File: config.mk
export PLATFORM = sky130hd
export DESIGN_NAME = apb_reg_file
export DESIGN_NICKNAME = d
export VERILOG_FILES = /design/src/rtl/apb_reg_pkg.sv /design/src/rtl/apb_wait_ctrl.sv /design/src/rtl/apb_reg_file.sv
export SDC_FILE = /design/constraint.sdc
export NUM_CORES = 1
export LEC_CHECK = 0
export ABC_AREA = 1
export BUFFER_PORTS_ARGS = -buffer_cell sky130_fd_sc_hd__buf_4
export CAP_MARGIN = 20
export CORE_AREA = 2 2 236 238
export DETAILED_ROUTE_END_ITERATION = 6
export DIE_AREA = 0 0 238 240
export PLACE_DENSITY_LB_ADDON = 0.1
export SLEW_MARGIN = 20
export SYNTH_ARGS = -nofsm -noshare
export SYNTH_HDL_FRONTEND = slang
export SYNTH_HIERARCHICAL = 1
export SYNTH_SLANG_ARGS = --single-unit
File: constraint.sdc
create_clock -name iPCLK -period 5.25 [get_ports iPCLK]
set_clock_uncertainty 0.05 [all_clocks]
set_input_delay 0.525 -clock iPCLK [delete_from_list [all_inputs] [get_ports iPCLK]]
set_output_delay 0.525 -clock iPCLK [all_outputs]
set_load 0.03 [all_outputs]
File: src/rtl/apb_reg_pkg.sv
// rtl/apb_reg_pkg.sv - FSM state type, wait-counter width and strobe expansion for apb_reg_file
package apb_reg_pkg;

   typedef enum logic [1:0] {
      IDLE = 2'd0,
      WAIT = 2'd1,
      DONE = 2'd2
   } fsm_state_e;

   localparam int WAIT_CNT_W = 4;

   // Byte strobes to bit mask; callers truncate to their own data width.
   function automatic logic [63:0] strb_to_mask(input logic [7:0] strb);
      logic [63:0] mask;
      mask = '0;
      for (int b = 0; b < 8; b++) begin
         mask[b*8 +: 8] = {8{strb[b]}};
      end
      return mask;
   endfunction

endpackage

File: src/rtl/apb_wait_ctrl.sv
// rtl/apb_wait_ctrl.sv - APB transfer FSM with programmable wait-state counter
module apb_wait_ctrl
   import apb_reg_pkg::*;
#(
   parameter int WAIT_STATES = 0
)(
   input  logic clk,
   input  logic rst,
   input  logic sel,
   input  logic enable,
   output logic ready,
   output logic accept,
   output logic commit_en,
   output logic done_entry
);

   localparam logic [WAIT_CNT_W-1:0] CNT_LOAD = (WAIT_STATES > 0) ? WAIT_CNT_W'(WAIT_STATES - 1) : '0;
   localparam logic [WAIT_CNT_W-1:0] CNT_ONE  = {{(WAIT_CNT_W-1){1'b0}}, 1'b1};

   fsm_state_e            state, state_nx;
   logic [WAIT_CNT_W-1:0] cnt, cnt_nx;

   always_ff @(posedge clk) begin
      if (rst) begin
         state <= IDLE;
         cnt   <= '0;
      end else begin
         state <= state_nx;
         cnt   <= cnt_nx;
      end
   end

   always_comb begin
      state_nx   = state;
      cnt_nx     = cnt;
      accept     = 1'b0;
      commit_en  = 1'b0;
      done_entry = 1'b0;
      case (state)
         IDLE: begin
            if (sel && !enable) begin
               accept = 1'b1;
               if (WAIT_STATES > 0) begin
                  state_nx = WAIT;
                  cnt_nx   = CNT_LOAD;
               end else begin
                  state_nx   = DONE;
                  done_entry = 1'b1;
               end
            end
         end
         WAIT: begin
            // Master dropping PSEL mid-transfer abandons it without side effects.
            if (!sel) begin
               state_nx = IDLE;
               cnt_nx   = '0;
            end else if (cnt == '0) begin
               state_nx   = DONE;
               done_entry = 1'b1;
            end else begin
               cnt_nx = cnt - CNT_ONE;
            end
         end
         DONE: begin
            state_nx  = IDLE;
            commit_en = sel;
         end
         default: state_nx = IDLE;
      endcase
   end

   assign ready = (state != WAIT);

endmodule

File: src/rtl/apb_reg_file.sv
// rtl/apb_reg_file.sv - parametrised APB3 register file; define APB_REG_FILE_PSLVERR_EN for PSLVERR
module apb_reg_file
   import apb_reg_pkg::*;
#(
   parameter int                    ADDR_WIDTH  = 16,
   parameter int                    DATA_WIDTH  = 32,
   parameter int                    NUM_REGS    = 8,
   parameter logic [ADDR_WIDTH-1:0] BASE_ADDR   = '0,
   parameter int                    WAIT_STATES = 0,
   parameter logic [NUM_REGS-1:0]   RO_MASK     = '0
)(
   input  logic                           iPCLK,
   input  logic                           iPRESET,
   input  logic                           iPSEL,
   input  logic                           iPENABLE,
   input  logic                           iPWRITE,
   input  logic [DATA_WIDTH/8-1:0]        iPSTRB,
   input  logic [ADDR_WIDTH-1:0]          iPADDR,
   input  logic [DATA_WIDTH-1:0]          iPWDATA,
   output logic [DATA_WIDTH-1:0]          oPRDATA,
   output logic                           oPREADY,
   output logic                           oPSLVERR,
   output logic [NUM_REGS*DATA_WIDTH-1:0] oREG_Q,
   input  logic [NUM_REGS*DATA_WIDTH-1:0] iREG_HW_D,
   output logic [NUM_REGS-1:0]            oREG_WR_PULSE
);

   localparam int BPW     = DATA_WIDTH / 8;
   localparam int ALIGN_W = (BPW > 1) ? $clog2(BPW) : 0;
   localparam int IDX_W   = (NUM_REGS > 1) ? $clog2(NUM_REGS) : 1;
   localparam logic [ADDR_WIDTH-1:0] ALIGN_MASK = ADDR_WIDTH'(BPW - 1);
   localparam logic [ADDR_WIDTH-1:0] NUM_REGS_A = ADDR_WIDTH'(NUM_REGS);

   logic accept, commit_en, done_entry;

   apb_wait_ctrl #(.WAIT_STATES(WAIT_STATES)) u_ctrl (
      .clk        (iPCLK),
      .rst        (iPRESET),
      .sel        (iPSEL),
      .enable     (iPENABLE),
      .ready      (oPREADY),
      .accept     (accept),
      .commit_en  (commit_en),
      .done_entry (done_entry)
   );

   logic [ADDR_WIDTH-1:0] offset, word;
   logic                  addr_bad, dec_ro, dec_err;
   logic [IDX_W-1:0]      dec_idx;

   assign offset   = iPADDR - BASE_ADDR;
   assign word     = offset >> ALIGN_W;
   assign addr_bad = (iPADDR < BASE_ADDR) || ((offset & ALIGN_MASK) != '0) || (word >= NUM_REGS_A);
   assign dec_idx  = word[IDX_W-1:0];
   assign dec_ro   = !addr_bad && RO_MASK[dec_idx];
   assign dec_err  = addr_bad || (iPWRITE && dec_ro);

   logic [IDX_W-1:0]      lat_idx;
   logic                  lat_write, lat_err, lat_ro;
   logic [BPW-1:0]        lat_strb;
   logic [DATA_WIDTH-1:0] lat_wdata;

   always_ff @(posedge iPCLK) begin
      if (iPRESET) begin
         lat_idx   <= '0;
         lat_write <= 1'b0;
         lat_err   <= 1'b0;
         lat_ro    <= 1'b0;
         lat_strb  <= '0;
         lat_wdata <= '0;
      end else if (accept) begin
         lat_idx   <= dec_idx;
         lat_write <= iPWRITE;
         lat_err   <= dec_err;
         lat_ro    <= dec_ro;
         lat_strb  <= iPSTRB;
         lat_wdata <= iPWDATA;
      end
   end

   // Zero-wait transfers enter DONE on the setup edge, before the latches hold the request.
   logic [IDX_W-1:0] eff_idx;
   logic             eff_write, eff_err, eff_ro;

   assign eff_idx   = accept ? dec_idx  : lat_idx;
   assign eff_write = accept ? iPWRITE  : lat_write;
   assign eff_err   = accept ? dec_err  : lat_err;
   assign eff_ro    = accept ? dec_ro   : lat_ro;

   logic [DATA_WIDTH-1:0]          wr_mask;
   logic                           wr_commit;
   logic [NUM_REGS*DATA_WIDTH-1:0] reg_flat;

   assign wr_mask   = DATA_WIDTH'(strb_to_mask(8'(lat_strb)));
   assign wr_commit = commit_en && lat_write && !lat_err;

   for (genvar i = 0; i < NUM_REGS; i++) begin : g_reg
      if (RO_MASK[i]) begin : g_ro
         assign reg_flat[i*DATA_WIDTH +: DATA_WIDTH] = '0;
      end else begin : g_rw
         logic [DATA_WIDTH-1:0] q;
         always_ff @(posedge iPCLK) begin
            if (iPRESET) begin
               q <= '0;
            end else if (wr_commit && (lat_idx == IDX_W'(i))) begin
               q <= (q & ~wr_mask) | (lat_wdata & wr_mask);
            end
         end
         assign reg_flat[i*DATA_WIDTH +: DATA_WIDTH] = q;
      end
   end

   assign oREG_Q = reg_flat;

   always_ff @(posedge iPCLK) begin
      if (iPRESET) begin
         oREG_WR_PULSE <= '0;
      end else begin
         oREG_WR_PULSE <= '0;
         if (wr_commit) begin
            oREG_WR_PULSE[lat_idx] <= 1'b1;
         end
      end
   end

   logic [DATA_WIDTH-1:0] rd_value;

   always_comb begin
      rd_value = '0;
      if (!eff_err) begin
         rd_value = eff_ro ? iREG_HW_D[eff_idx*DATA_WIDTH +: DATA_WIDTH]
                           : reg_flat[eff_idx*DATA_WIDTH +: DATA_WIDTH];
      end
   end

   always_ff @(posedge iPCLK) begin
      if (iPRESET) begin
         oPRDATA <= '0;
      end else if (done_entry && !eff_write) begin
         oPRDATA <= rd_value;
      end
   end

`ifdef APB_REG_FILE_PSLVERR_EN
   // High exactly while in DONE for a bad address or an RO write.
   logic pslverr_q;
   always_ff @(posedge iPCLK) begin
      if (iPRESET) begin
         pslverr_q <= 1'b0;
      end else begin
         pslverr_q <= done_entry && eff_err;
      end
   end
   assign oPSLVERR = pslverr_q;
`else
   assign oPSLVERR = 1'b0;
`endif

endmodule

### Word-level counts from Yosys, hierarchy flattened

Memory sizes are Yosys's and may differ from the RTL's.
Index checks and enable logic that the tools add are counted.

| cells by class | value |
|---|---|
| add/sub/neg operators | 1 |
| order comparisons | 5 |
| equality and inequality tests | 13 |
| shift operators | 2 |
| multiplexer cells | 21 |
| bitwise gates (word level) | 19 |
| reduce and logical (&&, ||, !) cells | 29 |

Operators with widths:

| cell | number |
|---|---|
| $shiftx 256x9->32 | 2 |
| $and 32x32->32 | 9 |
| $or 32x32->32 | 8 |
| $mux 32 | 2 |
| $not 32->32 | 1 |
| $lt 16x1->1 const B | 1 |
| $reduce_bool 16->1 | 1 |
| $logic_and 1x1->1 | 15 |
| $ge 14x4->1 const B | 1 |
| $eq 3x3->1 const B | 4 |
| $mux 1 | 10 |
| $lt 3x4->1 const B | 2 |
| $mux 4 | 2 |
| $eq 3x2->1 const B | 2 |
| $mux 2 | 3 |
| $logic_not 1->1 | 4 |
| $logic_not 4->1 | 1 |
| $ne 2x1->1 const B | 2 |
| $pmux 2 s2 | 1 |
| $reduce_and 2->1 | 2 |
| $sub 4x1->4 const B | 1 |
| $demux 1 s3 | 1 |
| $eq 3x1->1 const B | 1 |
| $ge 3x1->1 const B | 1 |
| 11 further kinds | 13 |

| word-level totals | value |
|---|---|
| bits in registers | 344 |
| ROM bits | 8 |
| bits of input ports | 313 |
| word-level logic and storage cells | 109 |
| memories | 1 |

Memories:

| name | words | bits a word | rd ports | clocked after memory_dff | write ports | line | RTL |
|---|---|---|---|---|---|---|---|
| (name not given) | 8 | 1 | 1 | 0 | 0 | apb_reg_file.sv:55 | `assign dec_ro = !addr_bad && RO_MASK[dec_idx];` |

### Logic depth before layout (Yosys ltp)

Gate-level depths: netlist of the first run.

| depth | value |
|---|---|
| word-level depth | 9 |
| gate-level depth with buffers | 15 |
| depth with buffers taken out | 12 |

### Modules after synthesis

The synthesis of the first run kept the hierarchy.

Modules (own cells, without submodules):

| module | instances | cells an instance | area an instance (sq um) |
|---|---|---|---|
| apb_reg_file | 1 | 2612 | 17199.0 |
| apb_wait_ctrl | 1 | 11 | 73.8 |

### Least setup slack after synthesis of the first run

Ideal clock, no wire load.

| path | value |
|---|---|
| path kind | input -> register |
| start | input iPENABLE |
| end | register oPRDATA[20] |
| library setup time | 0.132 ns |
| arrival time | 1.760 ns |
| data required time | 5.068 ns |
| path slack | 3.308 ns |
| stages | 11 |
| path through | inv_1 > nand3_2 > inv_1 > buf_4 > inv_4 > or2_1 > o21ai_2 > clkbuf_1 > nand3_1 > nand3_1 > a21oi_1 |

| on the way | value |
|---|---|
| cells in the longest elaborated chain, start to end | 8 |

RTL lines:

| item | line | RTL |
|---|---|---|
| start: declaration | apb_reg_file.sv:15 | `input logic iPENABLE,` |
| $logic_not 1->1 * | apb_wait_ctrl.sv:41 | `if (sel && !enable) begin` |
| $logic_and 1x1->1 * | apb_wait_ctrl.sv:41 |  |
| $mux 1 * | apb_wait_ctrl.sv:41 |  |
| $mux 1 * | apb_wait_ctrl.sv:39 | `case (state)` |
| via accept | apb_reg_file.sv:34 | `logic accept, commit_en, done_entry;` |
| $mux 3 | n/a |  |
| $shiftx 256x9->32, on equally long branches | apb_reg_file.sv:132, apb_reg_file.sv:131 |  |
| $mux 32 | apb_reg_file.sv:131 | `rd_value = eff_ro ? iREG_HW_D[eff_idx*DATA_WIDTH +: DATA_WIDTH]` |
| $mux 32 | apb_reg_file.sv:130 | `if (!eff_err) begin` |
| end signal: assignment | apb_reg_file.sv:140 | `oPRDATA <= rd_value;` |
| end: declaration | apb_reg_file.sv:20 | `output logic [DATA_WIDTH-1:0] oPRDATA,` |

Mark *: on every way through the listed nets, which the timed path passes. The rest lies on a longest branch.
A chain may end at the register's enable or synchronous reset.

### Final worst setup path of the first run

| path | value |
|---|---|
| start | register u_ctrl.state[1] |
| end | register oPRDATA[0] |

| on the way | value |
|---|---|
| cells in the longest elaborated chain, start to end | 6 |

RTL lines:

| item | line | RTL |
|---|---|---|
| start: declaration | apb_wait_ctrl.sv:20 | `fsm_state_e state, state_nx;` |
| start signal: assignment | apb_wait_ctrl.sv:28 | `state <= state_nx;` |
| $logic_not 2->1 * | apb_wait_ctrl.sv:39 |  |
| $mux 1 * | apb_wait_ctrl.sv:39 |  |
| via accept | apb_reg_file.sv:34 |  |
| $mux 3 | n/a |  |
| $shiftx 256x9->32, on equally long branches | apb_reg_file.sv:132, apb_reg_file.sv:131 |  |
| $mux 32 | apb_reg_file.sv:131 |  |
| $mux 32 | apb_reg_file.sv:130 |  |

Marks and branches as above.

==> insert_results.sql, run 1 <==
INSERT INTO impl_metrics (metric_group, metric, value, unit) VALUES
('status', 'run_status', 'finished clean', ''),
('finish', 'fin_area', '23200', 'um2'),
('timing', 'tns', '0', 'ns'),
('die', 'rows', '86', ''),
('drt', 'vias', '20975', ''),
('critical_path', 'worstSetupStartpointType', 'flip-flop', ''),
('finish', 'layout_commonest_cell', 'nand3_1', ''),
('timing', 'number_of_failing_hold_endpoints_at_the_final_stage', '0', ''),
('critical_path', 'worst-setup-path-type', 'reg -> reg', ''),
('critical_path', 'timing.critical_path.fanout_max', '91', ''),
('die', 'die_area', '57100', 'um2'),
('clock_tree', 'clk_path_buf_depth', '3', ''),
('drt', 'wl_per_cell', '23.7', 'um'),
('global_routing', 'grt_pass1_wl', '130', 'mm'),
('finish', 'finish.net_count', '3356', ''),
('place', 'placement.io_buffers', '608', ''),
('clock_tree', 'clock_transition_at_path_regs', '0.06', 'ns'),
('pwr', 'p_switching', '1.68', 'mW'),
('drt', 'remaining_drc_errors', '0', ''),
('timing', 'max_fclk', '0.248', 'GHz'),
('synth', 'synth_warnings', '6', ''),
('clock_tree', 'cts_sinks', '339', ''),
('pwr', 'share_clk_of_total_power', '44.4', '%'),
('critical_path', 'end_kind', 'flip-flop', ''),
('timing', 'final_min_period_over_clock_period', '76.7', '%'),
('place', 'placed_cell_area', '21900', 'um2'),
('finish', 'area_growth', '34.2', '%'),
('die', 'die_height', '240', 'um'),
('hold_path', 'hold_path_class', 'in -> reg', ''),
('die', 'initial_core_utilization', '31.6', '%'),
('drt', 'count_of_antenna_violating_nets_left_after_detailed_routing', '0', ''),
('die', 'core_region_area', '54700', 'um2'),
('finish', 'fraction_of_final_layout_cells_sized_beyond_drive_strength_1', '23.9', '%'),
('critical_path', 'cp_data_required_time', '5.68', 'ns'),
('timing', 'worst_slew_pin_slew', '1.13', 'ns'),
('drt', 'routed_wirelength', '89.6', 'mm'),
('critical_path', 'worstPathArrival', '4.46', 'ns'),
('timing', 'rsz0062_at_grt', 'no', ''),
('finish', 'multiInputGateArea', '9220', 'um2'),
('clock_tree', 'cts_setup_buffers', '0', ''),
('timing', 'setup_viol', '0', ''),
('critical_path', 'timing.critical_path.slowest_cell_delay', '0.96', 'ns'),
('global_routing', 'combined_global_route_utilization_of_all_metal_layers', '29.9', '%'),
('place', 'place_congestion', '0.884', ''),
('finish', 'commonest_non_fill_non_tap_cells_in_the_layout', '832 x nand3_1, 734 x nand2_1, 632 x buf_4', ''),
('global_routing', 'globalRouteOverflowTotal', '0', ''),
('run', 'max-cap-violations', '0', ''),
('pwr', 'p_int', '4.53', 'mW'),
('clock_tree', 'post_cts_resized', '0', ''),
('clock_tree', 'clk_root_buffer_cell', 'clkbuf_16', ''),
('synth', 'yosys.cell_types.count', '29', ''),
('finish', 'area.sequential', '6800', 'um2'),
('place', 'hpwl', '61.8', 'mm'),
('clock_tree', 'cts_inserted_buffers', '40', ''),
('synth', 'postSynthRegisterBits', '339', ''),
('clock_tree', 'cts_htree_levels', '2', ''),
('synth', 'netlist_area', '17300', 'um2'),
('timing', 'final_period_minus_worst_setup_slack', '4.03', 'ns'),
('drt', 'detail_route.vias_per_cell', '5.55', ''),
('clock_tree', 'cts_tree', 'built', ''),
('die', 'die-width', '238', 'um'),
('pwr', 'ir_drop', '233', 'uV'),
('drt', 'dr.pass1.iters', '5', ''),
('synth', 'net_count_of_the_mapped_netlist', '2936', ''),
('synth', 'synth_cells', '2623', ''),
('synth', 'synth_area_per_cell', '6.59', 'um2'),
('global_routing', 'grt_pass1_vias', '19686', ''),
('global_routing', 'antenna_found_initial', '7', ''),
('timing', 'max_slew_margin', '24.8', '%'),
('finish', 'num-fill-cells', '5809', ''),
('drt', 'drt_iter0_drc', '2000', ''),
('pwr', 'pwr-share-seq', '42.8', '%'),
('pwr', 'switching_share', '27.0', '%'),
('clock_tree', 'ctsHoldBuffers', '0', ''),
('synth', 'ys_seq_area_share', '39.3', '%'),
('critical_path', 'timing.critical_path.mode_cell', 'nand3_1', ''),
('critical_path', 'worst_path_max_delay_cell', 'inv_4', ''),
('die', 'boundaryPins', '611', ''),
('clock_tree', 'worstSkewPairLatency', '0.55', 'ns'),
('pwr', 'powerDensity', '268', 'nW/um2'),
('global_routing', 'largest_net_degree_at_the_start_of_global_routing', '169', ''),
('pwr', 'static-leakage-power', '8.80', 'nW'),
('pwr', 'power.share.combinational', '12.8', '%'),
('critical_path', 'worst_path_cell_trace', 'inv_1 -> nand3_2 -> clkinv_1 -> inv_6 -> nand2_8 -> inv_4 -> buf_4 -> nand2_1 -> nand3_1 -> nand3_1 -> nand3_1 -> nand3_1 -> a21oi_1', ''),
('timing', 'slew_violations', '0', '');
cells in the mapped netlist (all sizes together):
cell type | instances | area share (%)
inv | 31 | 0.69
nand3 | 833 | 24
nor2 | 60 | 1.5
a21oi | 291 | 8.5
clkbuf | 116 | 2.5
nor4 | 2 | 0.072
buf | 144 | 4.6
nand4 | 1 | 0.036
conb | 2 | 0.043
a211oi | 34 | 1.5
nand2 | 740 | 16
o21ai | 19 | 0.57
nor3 | 7 | 0.27
dfxtp | 339 | 39
or2 | 3 | 0.11
mux2i | 1 | 0.058
stage by stage:
step / utilization [%] / power, mW / setup slack, ns / hold slack, ns / std cells
after global routing: 42.4 / 6.41 / 0.928 / 0.187 / 3777
after global placement: 40.0 / 3.50 / 1.02 / 0.405 / 3704
after CTS: 42.3 / 6.24 / 1.26 / 0.158 / 3773
final: 42.4 / 6.21 / 1.22 / 0.187 / 3777
after floorplan: - / 3.11 / 3.31 / 0.429 / 2623
after detailed placement: 40.0 / 3.50 / 0.977 / 0.406 / 3704
worst max-delay path, delay by kind of cell, from the launching register on:
| family | cells | cell delay, ns |
|---|---|---|
| flip-flops | 1 | 0.33 |
| AND/OR/NAND/NOR | 7 | 1.04 |
| AO/OA/AOI/OAI | 1 | 0.16 |
| buffers and inverters | 5 | 2.10 |
cell families (layout without fill, tap and decap cells):
group,count (synthesis),count (layout),synth area share [%]
AO/OA/AOI/OAI,344,344,10.5
AND/OR/NAND/NOR,1646,1646,42.3
other,2,5,0.0435
multiplexers,1,1,0.0580
flip-flops,339,339,39.3
buffers and inverters,291,738,7.78
worst paths after layout:
kind / start / end / slack [ns] / depth (start not counted)
max reg2reg: u_ctrl/state[1] / oPRDATA[0] / 1.22 / 13
min: iPENABLE / u_ctrl/state[1] / 0.19 / 4
min reg2reg: oPRDATA[23] / oPRDATA[23] / 0.42 / 2
max: u_ctrl/state[1] / oPRDATA[0] / 1.22 / 13
layout make-up:
| cell class | count | area share (%) |
|---|---|---|
| Clock buffer | 59 | 5.20 |
| Clock inverter | 10 | 0.340 |
| Tap cell | 704 | 3.80 |
| Multi-Input combinational cell | 1993 | 39.8 |
| Antenna cell | 3 | 0.0324 |
| Sequential cell | 339 | 29.3 |
| Inverter | 31 | 0.556 |
| Timing Repair Buffer | 638 | 21.0 |
metal layers:
| metal | up-vias | global-route usage, % | wire length (um) |
|---|---|---|---|
| li1 | 9739 | - | - |
| met1 | 10053 | 40.7 | 38300 |
| met2 | 1034 | 48.3 | 41800 |
| met3 | 141 | 4.67 | 6790 |
| met4 | 8 | 9.85 | 2690 |
| met5 | - | 0 | 45 |
power by group through the flow:
stage               Sequential (mW)  Clock (mW)  Combinational (mW)
floorplan                      2.69           0               0.421
finish                         2.66        2.76               0.793
CTS                            2.66        2.80               0.788
global placement               2.71           0               0.785
detailed placement             2.71           0               0.785
global route                   2.66        2.90               0.851
Power figures use the tool's default switching activity.
==> run 2, diff against run 1 <==
clock period = 4 ns   (was 5.25 ns; I/O delays follow)
==> run 2 against run 1 <==
  * Via count rose by 0.33%
  * First-iteration DRC count rose by 4.6%
  * Combinational power rose by 26%
  * Die area did not move
  * Total power rose by 34%
  * Largest power group unchanged
  * Sequential share of layout area fell by 0.24 points
  * Non-clock buffer count rose by 13
  * Core utilization rose by 0.35 points
  * Final area rose by 0.81%
  * Cell count rose by 0.40%
==> insert_results.sql, run 2 (synthesized netlist as in run 1, its figures left out) <==
INSERT INTO impl_metrics (metric_group, metric, value, unit) VALUES
('pwr', 'ir_drop', '262', 'uV'),
('hold_path', 'hold_path_class', 'in -> reg', ''),
('clock_tree', 'cts_setup_buffers', '0', ''),
('drt', 'dr.pass1.iters', '6', ''),
('timing', 'rsz0062_at_grt', 'no', ''),
('timing', 'max_slew_margin', '16.7', '%'),
('critical_path', 'end_kind', 'flip-flop', ''),
('global_routing', 'grt_pass1_wl', '128', 'mm'),
('drt', 'detail_route.vias_per_cell', '5.55', ''),
('drt', 'vias', '21045', ''),
('finish', 'commonest_non_fill_non_tap_cells_in_the_layout', '832 x nand3_1, 734 x nand2_1, 643 x buf_4', ''),
('die', 'initial_core_utilization', '31.6', '%'),
('die', 'die-width', '238', 'um'),
('timing', 'setup_viol', '0', ''),
('critical_path', 'cp_data_required_time', '4.45', 'ns'),
('timing', 'slew_violations', '0', ''),
('drt', 'wl_per_cell', '23.2', 'um'),
('drt', 'count_of_antenna_violating_nets_left_after_detailed_routing', '0', ''),
('critical_path', 'worstPathArrival', '3.37', 'ns'),
('finish', 'area_growth', '35.3', '%'),
('status', 'run_status', 'finished clean', ''),
('die', 'rows', '86', ''),
('critical_path', 'timing.critical_path.fanout_max', '186', ''),
('pwr', 'power', '8.31', 'mW'),
('timing', 'finalHoldWorstSlack', '0.0507', 'ns'),
('clock_tree', 'clk_root_buffer_cell', 'clkbuf_16', ''),
('run', 'max-cap-violations', '0', ''),
('place', 'placement.io_buffers', '608', ''),
('timing', 'worst_slew_pin_slew', '1.25', 'ns'),
('clock_tree', 'clk_path_buf_depth', '3', ''),
('timing', 'tns', '0', 'ns'),
('global_routing', 'combined_global_route_utilization_of_all_metal_layers', '29.3', '%'),
('drt', 'drt_iter0_drc', '2092', ''),
('place', 'hpwl', '62.0', 'mm'),
('timing', 'final_period_minus_worst_setup_slack', '2.93', 'ns'),
('timing', 'final_min_period_over_clock_period', '73.1', '%'),
('drt', 'routed_wirelength', '88.0', 'mm'),
('die', 'die_height', '240', 'um'),
('clock_tree', 'worstSkewPairLatency', '0.56', 'ns'),
('clock_tree', 'clock_transition_at_path_regs', '0.06', 'ns'),
('timing', 'number_of_failing_hold_endpoints_at_the_final_stage', '0', ''),
('clock_tree', 'ctsHoldBuffers', '0', ''),
('critical_path', 'worstSetupStartpointType', 'flip-flop', ''),
('global_routing', 'globalRouteOverflowTotal', '0', ''),
('die', 'core_region_area', '54700', 'um2'),
('place', 'placed_cell_area', '22000', 'um2'),
('finish', 'fraction_of_final_layout_cells_sized_beyond_drive_strength_1', '24.3', '%'),
('drt', 'remaining_drc_errors', '0', ''),
('timing', 'max_fclk', '0.342', 'GHz'),
('clock_tree', 'post_cts_resized', '0', ''),
('finish', 'num-fill-cells', '5848', ''),
('global_routing', 'grt_pass1_vias', '19372', ''),
('global_routing', 'antenna_found_initial', '6', ''),
('finish', 'fin_area', '23400', 'um2'),
('clock_tree', 'cts_htree_levels', '2', ''),
('pwr', 'powerDensity', '355', 'nW/um2'),
('clock_tree', 'cts_tree', 'built', ''),
('clock_tree', 'cts_sinks', '339', ''),
('finish', 'finish.net_count', '3370', ''),
('global_routing', 'largest_net_degree_at_the_start_of_global_routing', '187', ''),
('finish', 'layout_commonest_cell', 'nand3_1', ''),
('place', 'place_congestion', '0.946', ''),
('place', 'numPlacedInstances', '3718', ''),
('clock_tree', 'cts_inserted_buffers', '41', ''),
('die', 'boundaryPins', '611', ''),
('critical_path', 'worst-setup-path-type', 'reg -> reg', ''),
('die', 'die_area', '57100', 'um2'),
('finish', 'layoutNonFillerInstCount', '3792', ''),
('pwr', 'static-leakage-power', '8.91', 'nW');
==> run 2: changes by cell type in the layout (fill, tap and decap cells not counted), moves of 2 or more <==
cell	delta
buf_4	+11
clkbuf_8	+5
buf_12	+3
clkbuf_1	-2
clkbuf_16	+2
clkinv_2	-2
==> run 2: critical path: stages (launching register included) <==
cell and delay (ns):
dfxtp_1 0.31, inv_1 0.06, nand3_2 0.08, clkinv_1 0.12, inv_6 0.07, nand2_8 0.32, buf_12 0.42, nand2_1 0.24
nand3_1 0.16, nand3_1 0.08, nand3_1 0.11, nand3_1 0.09, a21oi_1 0.14
==> run 2: path summary, 6_finish.rpt <==
kind                            slack, ns       endpoint  cells after the start             from
worst max-delay path                 1.07     oPRDATA[3]                     12  u_ctrl/state[1]
worst min-delay path                 0.05  lat_wdata[26]                      3      iPWDATA[26]
worst max register to register       1.07     oPRDATA[3]                     12  u_ctrl/state[1]
worst min register to register       0.41    oPRDATA[15]                      2      oPRDATA[15]
==> run 2: layout make-up <==
cell class                      instances  area, um2  share of cell area, %
Multi-Input combinational cell       1993       9220                   39.4
Sequential cell                       339       6800                   29.1
Timing Repair Buffer                  651       4980                   21.3
Clock buffer                           64       1320                   5.63
Tap cell                              704        881                   3.77
Inverter                               31        125                  0.535
Clock inverter                          8       50.0                  0.214
Antenna cell                            2       5.00                 0.0214
==> run 2: metal layers <==
| metal | wire length, um | up-vias | part of all wire (%) | track usage [%] |
|---|---|---|---|---|
| met5 | 50 | - | 0.057 | 0 |
| met4 | 2280 | 8 | 2.6 | 8.75 |
| met3 | 7310 | 138 | 8.3 | 4.91 |
| met2 | 40300 | 1091 | 46 | 46.3 |
| met1 | 38100 | 10028 | 43 | 40.9 |
| li1 | - | 9780 | - | - |
==> run 2: power breakdown <==
part	switching [mW]	internal (mW)	total (mW)	leakage, nW
clock network	1.53	2.25	3.78	0.678
registers	0.108	3.42	3.52	2.74
logic	0.608	0.395	1.00	5.49
==> run 2: metrics by stage <==
| stage | setup slack, ns | util [%] |
|---|---|---|
| final | 1.07 | 42.8 |
| after global routing | 0.970 | 42.8 |
| after CTS | 1.23 | 42.7 |
| after detailed placement | 1.02 | 40.2 |
| after global placement | 1.06 | 40.2 |
| after floorplan | 2.18 | - |
